## src/rtl/riscv_fetch_queue_if.sv

```systemverilog
// Fetch-stage bus bundle.
// Groups the instruction-memory request/response channel, the IF/ID
// handoff and the redirect input of riscv_fetch_queue.
//   master : the fetch stage (drives requests and the decode-side head entry)
//   slave  : memory / decode / branch-resolution environment
interface riscv_fetch_queue_if #(
  parameter int XLEN = 64
);
  logic            imem_req_valid;
  logic [XLEN-1:0] imem_req_addr;
  logic            imem_req_ready;
  logic            imem_resp_valid;
  logic [31:0]     imem_resp_data;
  logic            if_valid;
  logic [31:0]     if_instr;
  logic [XLEN-1:0] if_pc;
  logic            id_ready;
  logic            redirect_valid;
  logic [XLEN-1:0] redirect_pc;

  modport master (
    output imem_req_valid, imem_req_addr,
    input  imem_req_ready, imem_resp_valid, imem_resp_data,
    output if_valid, if_instr, if_pc,
    input  id_ready, redirect_valid, redirect_pc
  );

  modport slave (
    input  imem_req_valid, imem_req_addr,
    output imem_req_ready, imem_resp_valid, imem_resp_data,
    input  if_valid, if_instr, if_pc,
    output id_ready, redirect_valid, redirect_pc
  );
endinterface

```

## src/rtl/riscv_fetch_queue.sv

```systemverilog
// Instruction fetch stage with a prefetch queue.
// Generates sequential PCs, issues requests on a valid/ready channel, takes
// in-order responses into a DEPTH-entry (instr, pc) FIFO that feeds IF/ID,
// and on a redirect flushes the queue, discards every outstanding response
// and restarts fetching at the new PC.
// Ports:
//   clock : posedge clock
//   reset : asynchronous active-high reset, clears all control state
//   bus   : riscv_fetch_queue_if.master (imem req/resp, if_*, id_ready, redirect_*)
module riscv_fetch_queue #(
  parameter int              DEPTH    = 4,
  parameter int              XLEN     = 64,
  parameter logic [XLEN-1:0] RESET_PC = '0
) (
  input  logic                clock,
  input  logic                reset,
  riscv_fetch_queue_if.master bus
);
  localparam int              AW      = $clog2(DEPTH);
  localparam int              CW      = AW + 1;
  localparam logic [31:0]     NOP     = 32'h0000_0013;
  localparam logic [XLEN-1:0] PC_STEP = XLEN'(4);

  logic [XLEN-1:0] r_fetch_pc;
  logic [XLEN-1:0] r_resp_pc;
  logic [31:0]     r_instr [DEPTH];
  logic [XLEN-1:0] r_pc    [DEPTH];
  logic [AW-1:0]   r_rd_ptr;
  logic [AW-1:0]   r_wr_ptr;
  logic [CW-1:0]   r_count;
  logic [CW-1:0]   r_pending;
  logic [CW-1:0]   r_drop;

  logic            w_req_valid;
  logic            w_req_fire;
  logic            w_resp;
  logic            w_drop_nz;
  logic            w_enq;
  logic            w_if_valid;
  logic            w_pop;
  logic [CW:0]     w_inflight;
  logic [CW-1:0]   w_count_nxt;
  logic [CW-1:0]   w_pending_nxt;
  logic [XLEN-1:0] w_redirect_pc;

  // Queued plus in-flight fetches never exceed DEPTH, so the FIFO cannot overflow.
  assign w_inflight    = {1'b0, r_count} + {1'b0, r_pending};
  assign w_req_valid   = !reset && !bus.redirect_valid && (w_inflight < (CW+1)'(DEPTH));
  assign w_req_fire    = w_req_valid && bus.imem_req_ready;
  assign w_resp        = bus.imem_resp_valid;
  assign w_drop_nz     = (r_drop != '0);
  assign w_enq         = w_resp && !w_drop_nz;
  assign w_if_valid    = (r_count != '0) && !bus.redirect_valid;
  assign w_pop         = w_if_valid && bus.id_ready;
  assign w_count_nxt   = r_count + CW'(w_enq) - CW'(w_pop);
  assign w_pending_nxt = r_pending + CW'(w_req_fire) - CW'(w_resp);
  assign w_redirect_pc = {bus.redirect_pc[XLEN-1:2], 2'b00};

  always_ff @(posedge clock or posedge reset) begin
    if (reset) begin
      r_fetch_pc <= RESET_PC;
      r_resp_pc  <= RESET_PC;
      r_rd_ptr   <= '0;
      r_wr_ptr   <= '0;
      r_count    <= '0;
      r_pending  <= '0;
      r_drop     <= '0;
    end else if (bus.redirect_valid) begin
      // No request fires in a redirect cycle, so every request still
      // outstanding after this edge belongs to the old stream: drop them all.
      r_fetch_pc <= w_redirect_pc;
      r_resp_pc  <= w_redirect_pc;
      r_rd_ptr   <= '0;
      r_wr_ptr   <= '0;
      r_count    <= '0;
      r_pending  <= w_pending_nxt;
      r_drop     <= w_pending_nxt;
    end else begin
      if (w_req_fire) r_fetch_pc <= r_fetch_pc + PC_STEP;
      if (w_enq) begin
        r_resp_pc <= r_resp_pc + PC_STEP;
        r_wr_ptr  <= r_wr_ptr + AW'(1);
      end
      if (w_pop) r_rd_ptr <= r_rd_ptr + AW'(1);
      if (w_resp && w_drop_nz) r_drop <= r_drop - CW'(1);
      r_count   <= w_count_nxt;
      r_pending <= w_pending_nxt;
    end
  end

  // Payload storage carries no reset; occupancy is tracked by r_count.
  always_ff @(posedge clock) begin
    if (w_enq && !bus.redirect_valid) begin
      r_instr[r_wr_ptr] <= bus.imem_resp_data;
      r_pc[r_wr_ptr]    <= r_resp_pc;
    end
  end

  assign bus.imem_req_valid = w_req_valid;
  assign bus.imem_req_addr  = r_fetch_pc;
  assign bus.if_valid       = w_if_valid;
  assign bus.if_instr       = w_if_valid ? r_instr[r_rd_ptr] : NOP;
  assign bus.if_pc          = w_if_valid ? r_pc[r_rd_ptr] : '0;
endmodule

```

## src/flat_wrapper.sv

```systemverilog
// flat-port wrapper written by rule: the top's interface ports become plain ports
module riscv_fetch_queue_flat 
#(
  parameter int              DEPTH    = 4,
  parameter int              XLEN     = 64,
  parameter logic [XLEN-1:0] RESET_PC = '0
)
  (clock, reset, bus_imem_req_valid, bus_imem_req_addr, bus_imem_req_ready, bus_imem_resp_valid, bus_imem_resp_data, bus_if_valid, bus_if_instr, bus_if_pc, bus_id_ready, bus_redirect_valid, bus_redirect_pc);
  riscv_fetch_queue_if #(.XLEN(XLEN)) bus_i ();
  input  logic clock;
  input  logic reset;
  output wire logic [$bits(bus_i.imem_req_valid)-1:0] bus_imem_req_valid;
  output wire logic [$bits(bus_i.imem_req_addr)-1:0] bus_imem_req_addr;
  input wire logic [$bits(bus_i.imem_req_ready)-1:0] bus_imem_req_ready;
  input wire logic [$bits(bus_i.imem_resp_valid)-1:0] bus_imem_resp_valid;
  input wire logic [$bits(bus_i.imem_resp_data)-1:0] bus_imem_resp_data;
  output wire logic [$bits(bus_i.if_valid)-1:0] bus_if_valid;
  output wire logic [$bits(bus_i.if_instr)-1:0] bus_if_instr;
  output wire logic [$bits(bus_i.if_pc)-1:0] bus_if_pc;
  input wire logic [$bits(bus_i.id_ready)-1:0] bus_id_ready;
  input wire logic [$bits(bus_i.redirect_valid)-1:0] bus_redirect_valid;
  input wire logic [$bits(bus_i.redirect_pc)-1:0] bus_redirect_pc;
  assign bus_imem_req_valid = bus_i.imem_req_valid;
  assign bus_imem_req_addr = bus_i.imem_req_addr;
  assign bus_i.imem_req_ready = bus_imem_req_ready;
  assign bus_i.imem_resp_valid = bus_imem_resp_valid;
  assign bus_i.imem_resp_data = bus_imem_resp_data;
  assign bus_if_valid = bus_i.if_valid;
  assign bus_if_instr = bus_i.if_instr;
  assign bus_if_pc = bus_i.if_pc;
  assign bus_i.id_ready = bus_id_ready;
  assign bus_i.redirect_valid = bus_redirect_valid;
  assign bus_i.redirect_pc = bus_redirect_pc;
  riscv_fetch_queue #(.DEPTH(DEPTH), .XLEN(XLEN), .RESET_PC(RESET_PC)) u_core (.clock(clock), .reset(reset), .bus(bus_i));
endmodule
```

## config.mk

```make
export PLATFORM = sky130hd
export DESIGN_NAME = riscv_fetch_queue_flat
export DESIGN_NICKNAME = d
export VERILOG_FILES = /design/src/rtl/riscv_fetch_queue_if.sv /design/src/rtl/riscv_fetch_queue.sv /design/src/flat_wrapper.sv
export SDC_FILE = /design/constraint.sdc
export NUM_CORES = 1
export LEC_CHECK = 0
export CORE_MARGIN = 8
export CORE_UTILIZATION = 35
export DETAILED_ROUTE_END_ITERATION = 7
export GPL_TIMING_DRIVEN = 1
export PLACE_DENSITY_LB_ADDON = 0.05
export SYNTH_ARGS = -nofsm -noshare
export SYNTH_HDL_FRONTEND = slang
export SYNTH_SLANG_ARGS = --single-unit
```

## constraint.sdc

```tcl
create_clock -name clock -period 4.64 [get_ports clock]
set_input_delay 0.464 -clock clock [delete_from_list [all_inputs] [get_ports clock]]
set_output_delay 0.464 -clock clock [all_outputs]
set_load 0.03 [all_outputs]
```

## Word-level counts from Yosys, hierarchy flattened

Memories as Yosys holds them, arrays and structs flattened.
Cells that the tools add are included.

| word-level totals | value |
|---|---|
| bits in registers | 141 |
| latch bits | 0 |
| bits of input ports | 102 |
| word-level logic and storage cells | 52 |
| bits in writable memories | 384 |
| bits in read-only memories | 0 |
| memories kept | 2 |

Memories:

| name | depth | width | read ports | clocked after Yosys merged registers in | wr ports | line | RTL |
|---|---|---|---|---|---|---|---|
| u_core.r_pc | 4 | 64 | 1 | 0 | 1 | riscv_fetch_queue.sv:27 | `logic [XLEN-1:0] r_pc [DEPTH];` |
| u_core.r_instr | 4 | 32 | 1 | 0 | 1 | riscv_fetch_queue.sv:26 | `logic [31:0] r_instr [DEPTH];` |

| operators by class | value |
|---|---|
| muxes and demuxes | 15 |
| eq/ne operators | 0 |
| shift-type cells | 0 |
| order comparisons | 1 |
| reduce and logical (&&, ||, !) cells | 17 |
| bitwise gates (word level) | 0 |
| div/mod/pow operators | 0 |
| multipliers | 0 |
| $add $sub $neg | 10 |

Operator list:

| cell | number |
|---|---|
| $mux 64 | 5 |
| $add 64x3->64 const B | 2 |
| $mux 32 | 1 |
| $mux 3 | 3 |
| $logic_and 1x1->1 | 8 |
| $mux 2 | 4 |
| $reduce_bool 2->1 | 4 |
| $add 3x1->3 | 2 |
| $reduce_bool 3->1 | 2 |
| $sub 3x1->3 | 2 |
| $add 2x1->2 const B | 2 |
| $add 3x3->4 | 1 |
| $lt 4x3->1 const B | 1 |
| $logic_not 1->1 | 3 |
| $sub 3x1->3 const B | 1 |
| $mux 1 | 2 |

## Depth between registers and ports, before layout

| depth | value |
|---|---|
| word-level depth | 7 |
| depth in mapped cells | 11 |
| gate-level depth less buffers | 10 |

## Least setup slack after synthesis

Ideal clock, no wire load.

| timing | value |
|---|---|
| path kind | input -> register |
| start point | input port bus_redirect_valid |
| end point | memory u_core.r_instr[0][0], enable pin |
| cell stages on the path | 5 |
| required time | 4.176 ns |
| arrival | 3.621 ns |
| setup time | 0.464 ns |
| slack | 0.555 ns |
| buffers on the path | 3 |
| cells stage by stage | clkbuf_1 > inv_1 > clkbuf_1 > clkbuf_1 > and3_1 |

| on the way | value |
|---|---|
| cells in the longest elaborated chain, start to end | 4 |

Ends and longest elaborated chain:

| what | line | RTL |
|---|---|---|
| start, declared | flat_wrapper.sv:21 | `input wire logic [$bits(bus_i.redirect_valid)-1:0] bus_redirect_valid;` |
| $logic_not 1->1 | riscv_fetch_queue.sv:93 | `if (w_enq && !bus.redirect_valid) begin` |
| $logic_and 1x1->1 | riscv_fetch_queue.sv:93 |  |
| $mux 1 | riscv_fetch_queue.sv:93 |  |
| $mux 1 (not written as such) | riscv_fetch_queue.sv:94 | `r_instr[r_wr_ptr] <= bus.imem_resp_data;` |
| end, declared | riscv_fetch_queue.sv:26 |  |

No other way between the ends.

## Final worst setup path

| timing | value |
|---|---|
| start point | register u_core.r_rd_ptr[0] |
| end point | output port bus_if_pc[9] |

| on the way | value |
|---|---|
| cells in the longest elaborated chain, start to end | 2 |

Ends and longest elaborated chain:

| what | line | RTL |
|---|---|---|
| start, declared | riscv_fetch_queue.sv:28 | `logic [AW-1:0] r_rd_ptr;` |
| start signal, assigned | riscv_fetch_queue.sv:84 | `if (w_pop) r_rd_ptr <= r_rd_ptr + AW'(1);` |
| $mem_v2 4x64 | - |  |
| $mux 64 | riscv_fetch_queue.sv:103 | `assign bus.if_pc = w_if_valid ? r_pc[r_rd_ptr] : '0;` |
| end, declared | flat_wrapper.sv:19 | `output wire logic [$bits(bus_i.if_pc)-1:0] bus_if_pc;` |

No other way between the ends.

==> impl_results.md <==
* Critical path data required time at ~4.2 ns
* Unrepaired setup endpoints after global routing: false
* Category of the worst setup path launch point: register
* Fraction of registers with async set/reset at 26.7%
* Combinational power share at 22.9%
* TritonCTS clock tree: done
* Clk pin slew, worst setup/hold paths at about 0.06 ns
* Number of antenna violations at the first check in global routing at 2
* Beginning of the worst register-to-register path: u_core.r_drop[0]$_DFFE_PP0P_
* Number of nets at the end of the flow at 1960
* Root buffer cell: sky130_fd_sc_hd__clkbuf_16
* Boundary Pins at ~260
* Run status: complete, no violations
* Mapped cell area at 22500 sq um
* Internal at between 9 and 10 mW
* Area Growth Syn to Fin at 25.9%
* Library cell occupying the most area in the post-synthesis netlist: sky130_fd_sc_hd__edfxtp_1
* Post-CTS resize count at 0
* Cell variety after synth at about 60
* Number of buffers inserted to repair setup after CTS at 0
* Post-cts hold buffer count at 0
* Worst Hold Class: primary input to register
* Fraction of power consumed by the clock network at between 30% and 40%
* Part of the power in registers at 41.2%
* Switching part of the total power at between 20% and 30%
* Wire length reported by the detailed router at between 60 and 70 mm
* Half-perimeter wire length after detailed placement at about 45 mm
* Max transition margin at a little over a third
* Static Leakage at about 9.4 nW
* Fraction of the yosys area taken by sequential cells at approximately 65%
* Remaining DRCs at 0
* Placement row count at 93
* Setup TNS at 0 ns
* Most common flop cell mapped by yosys: sky130_fd_sc_hd__edfxtp_1
* Reg2Reg Capture Point: u_core.r_resp_pc[63]$_DFFE_PP0N_
* Max Transition Viols Final at 0
* Vias after detailed routing at ~15000
* Largest voltage drop on the vdd net at about 0.27 mV
* Setup slack at placement at around 1.1 ns
* Pwr per Cell Area at roughly 480 nW/um^2
* Top cells by area, synth: sky130_fd_sc_hd__edfxtp_1 (50%), sky130_fd_sc_hd__dfrtp_1 (15%), sky130_fd_sc_hd__mux4_2 (9.4%), sky130_fd_sc_hd__and2_1 (2.9%), sky130_fd_sc_hd__nand4_1 (2.2%)
* Stages on the worst setup path at 4
* Number of input and output port buffers inserted at roughly 260
* Reg2reg path depth at 8
* Slowest-stage cell, CP: sky130_fd_sc_hd__dfrtp_4
* Data arrival time of the worst path at roughly 3.2 ns
* Pin count of the biggest net entering global routing at between 90 and 100
* Avg WL per Cell at between 20 and 25 um
* Highest clock rate at roughly 270 MHz
* Number of enable flip-flop cells after synthesis at approximately 380
* Most numerous cell in the Yosys netlist: sky130_fd_sc_hd__edfxtp_1
* Final global-route overflow total at 0
* Final antenna-violating net count at 0
* Die outline width at roughly 270 um
* Worst setup path end: bus_if_pc[9]
* Fraction of the cycle the final worst path needs at 78.9%
* Kind of end point of the critical path: primary output
* Effective utilization at floorplan at between 30% and 40%
* Worst R2R Setup Slack at 1.46 ns
* Floorplan die height at around 270 um
* Wire length of the first global-routing pass at 101 mm
* Critical-path cell list: buf_4 > mux4_2 > and2_1 > clkdlybuf4s50_1
* Transition time at the pin with the least slew margin at 0.975 ns
* Worst path max stage delay at approximately 0.65 ns
* Total of fill cells in the finished design at around 5900
* CP startpoint: u_core.r_rd_ptr[0]$_DFFE_PP0P_
* Count of TritonRoute iterations in the first routing pass at 5
* Synthesized instance count at between 1500 and 2000
* Final Hold Fails at 0
* Max-capacitance violation count at 0
* Total Die Area at 72600 sq um
* Share of the core filled with cells at between 40 and 50%
* Synth top area share at about 50%
* Number of global-route vias before repair at ~15000
* Final Skew at 0.0132 ns
* Clock Latency Late Sink at 0.62 ns
* Switching pwr at roughly 4.0 mW
* Proportion of layout cells with a drive suffix above 1 at between 10% and 20%
* Iter 0 DRT Violations at a little over 1000
* Minimum setup slack in the final design at a little under 1 ns
* CP max FO at 22
* Detail-routed via count per cell at 5.38
* Total global-route track usage at 18.2%
* Yosys reg bits at between 500 and 600
* Number of buffers on the longest clock path at 3
* Post-Synthesis Mean Instance Area at 14.3 sq um
* Count of endpoints failing setup in the final report at 0
* Clock Sink Count at between 500 and 600
* Yosys warning count at 0
* Synth cell count leaders: sky130_fd_sc_hd__edfxtp_1 (376), sky130_fd_sc_hd__dfrtp_1 (137), sky130_fd_sc_hd__nand2_1 (112)
* Core Region at 64000 sq um
* Num CTS Buffers at 58
* Cell class contributing the biggest share of worst-path delay: buffers and inverters
* Critical path class: register to primary output
* CP Buf/Inv Count at 2
* CTS H-Tree Depth at 2
* Minimum clock period at ~3.7 ns
* Placer Congestion at 0.791
[cell usage in the layout (no fill, tap or decap), types with 5 or more instances in the layout]
master	Yosys	layout
sky130_fd_sc_hd__buf_12	0	10
sky130_fd_sc_hd__mux2_2	8	8
sky130_fd_sc_hd__a31oi_1	28	28
sky130_fd_sc_hd__nor2_1	59	57
sky130_fd_sc_hd__and2_1	103	103
sky130_fd_sc_hd__o21ai_0	77	77
sky130_fd_sc_hd__buf_4	4	28
sky130_fd_sc_hd__and3_1	19	15
sky130_fd_sc_hd__clkbuf_8	0	7
sky130_fd_sc_hd__inv_1	30	28
sky130_fd_sc_hd__nor4_1	18	16
sky130_fd_sc_hd__or3_1	23	23
sky130_fd_sc_hd__a22oi_1	5	5
sky130_fd_sc_hd__nand3_1	82	82
sky130_fd_sc_hd__clkinv_2	0	15
sky130_fd_sc_hd__mux4_2	94	94
sky130_fd_sc_hd__o31ai_1	6	6
sky130_fd_sc_hd__clkbuf_1	65	7
sky130_fd_sc_hd__xor2_1	38	38
sky130_fd_sc_hd__xnor2_1	13	13
sky130_fd_sc_hd__o311ai_0	20	20
sky130_fd_sc_hd__clkdlybuf4s50_1	0	256
sky130_fd_sc_hd__o211ai_1	35	35
sky130_fd_sc_hd__nand2_1	112	112
sky130_fd_sc_hd__dfrtp_1	137	135
sky130_fd_sc_hd__bufinv_16	0	10
sky130_fd_sc_hd__edfxtp_1	376	376
sky130_fd_sc_hd__clkbuf_16	0	59
sky130_fd_sc_hd__nor3_1	19	19
sky130_fd_sc_hd__clkinv_1	1	7
sky130_fd_sc_hd__or4_1	28	28
sky130_fd_sc_hd__a21oi_1	15	15
sky130_fd_sc_hd__nand4_1	80	80
sky130_fd_sc_hd__ha_1	14	14
[per-layer routing]
layer / global-route usage, % / vias up / share of wire (%)
li1: - / 6704 / -
met1: 23.9 / 7617 / 43
met2: 29.9 / 385 / 48
met3: 4.87 / 85 / 6.4
met4: 4.14 / 0 / 1.7
met5: 0 / - / 0
[worst min-delay path by stage]
| stage | slack [ns] | cells past startpoint | start | end |
|---|---|---|---|---|
| floorplan | 0.49 | 0 | u_core.r_resp_pc[63]$_DFFE_PP0N_ | u_core.r_pc[0][63]$_DFFE_PP_ |
| global placement | 0.55 | 1 | u_core.bus.imem_req_addr[63]$_DFFE_PP0P_ | u_core.bus.imem_req_addr[63]$_DFFE_PP0P_ |
| detailed placement | 0.55 | 1 | u_core.bus.imem_req_addr[63]$_DFFE_PP0P_ | u_core.bus.imem_req_addr[63]$_DFFE_PP0P_ |
| CTS | 0.33 | 2 | bus_redirect_valid | u_core.r_count[2]$_DFF_PP0_ |
| global route | 0.37 | 2 | bus_redirect_valid | u_core.r_count[2]$_DFF_PP0_ |
| finish | 0.37 | 2 | bus_redirect_valid | u_core.r_count[2]$_DFF_PP0_ |
[layout make-up]
cell class	count	area [sq um]	share of cell area, %
well taps	855	1070	3.78
diodes	1	2.50	0.00884
clock inverters	37	460	1.63
inverters	31	121	0.429
clock buffers	73	1600	5.65
flip-flops and latches	513	14700	52.0
repair buffers	294	2970	10.5
multi-input cells	944	7350	26.0
[sequential cells by signal, indices dropped and copies added, names as in the netlist]
name and flops:
u_core.r_count 3, u_core.r_pending 3, u_core.r_resp_pc 62, u_core.r_rd_ptr 2, u_core.r_drop 3, u_core.r_pc 248
u_core.r_instr 128, u_core.r_wr_ptr 2, u_core.bus.imem_req_addr 62
[stage by stage]
stage / hold slack (ns) / power, mW / cells / area (sq um)
final: 0.367 / 13.7 / 2748 / 28300
after global routing: 0.368 / 14.3 / 2748 / 28300
after CTS: 0.334 / 13.9 / 2747 / 28300
after detailed placement: 0.548 / 8.92 / 2637 / 26200
after global placement: 0.545 / 8.90 / 2637 / 26200
after floorplan: 0.489 / 7.57 / 1572 / 22500
[power groups by stage]
stage / Clock (mW) / Combinational (mW) / Sequential, mW
3_3_place_gp: 0 / 3.19 / 5.71
5_1_grt: 5.21 / 3.38 / 5.68
4_1_cts: 5.04 / 3.22 / 5.63
6_report: 4.90 / 3.12 / 5.63
3_5_place_dp: 0 / 3.20 / 5.72
2_1_floorplan: 0 / 1.85 / 5.71
[logic make-up after synthesis]
group                      Yosys count  synth area share (%)
adders and majority gates           16                 0.958
muxes                              106                  10.0
other                                1                0.0167
buffers and inverters              115                  2.03
xor gates and xnor gates            51                  1.99
DFF                                513                  65.5
and+or+nand+nor                    565                  13.8
AOI/OAI and AO/OA                  202                  5.73
[worst reg2reg max path, delay by kind of cell (launching register included)]
kind            cells  cell delay, ns
fa+ha+maj           1            0.18
flops               1            0.35
buf+inv             2            0.35
compound gates      1            0.17
simple gates        4            2.06
(Power assumes the default switching activity.)
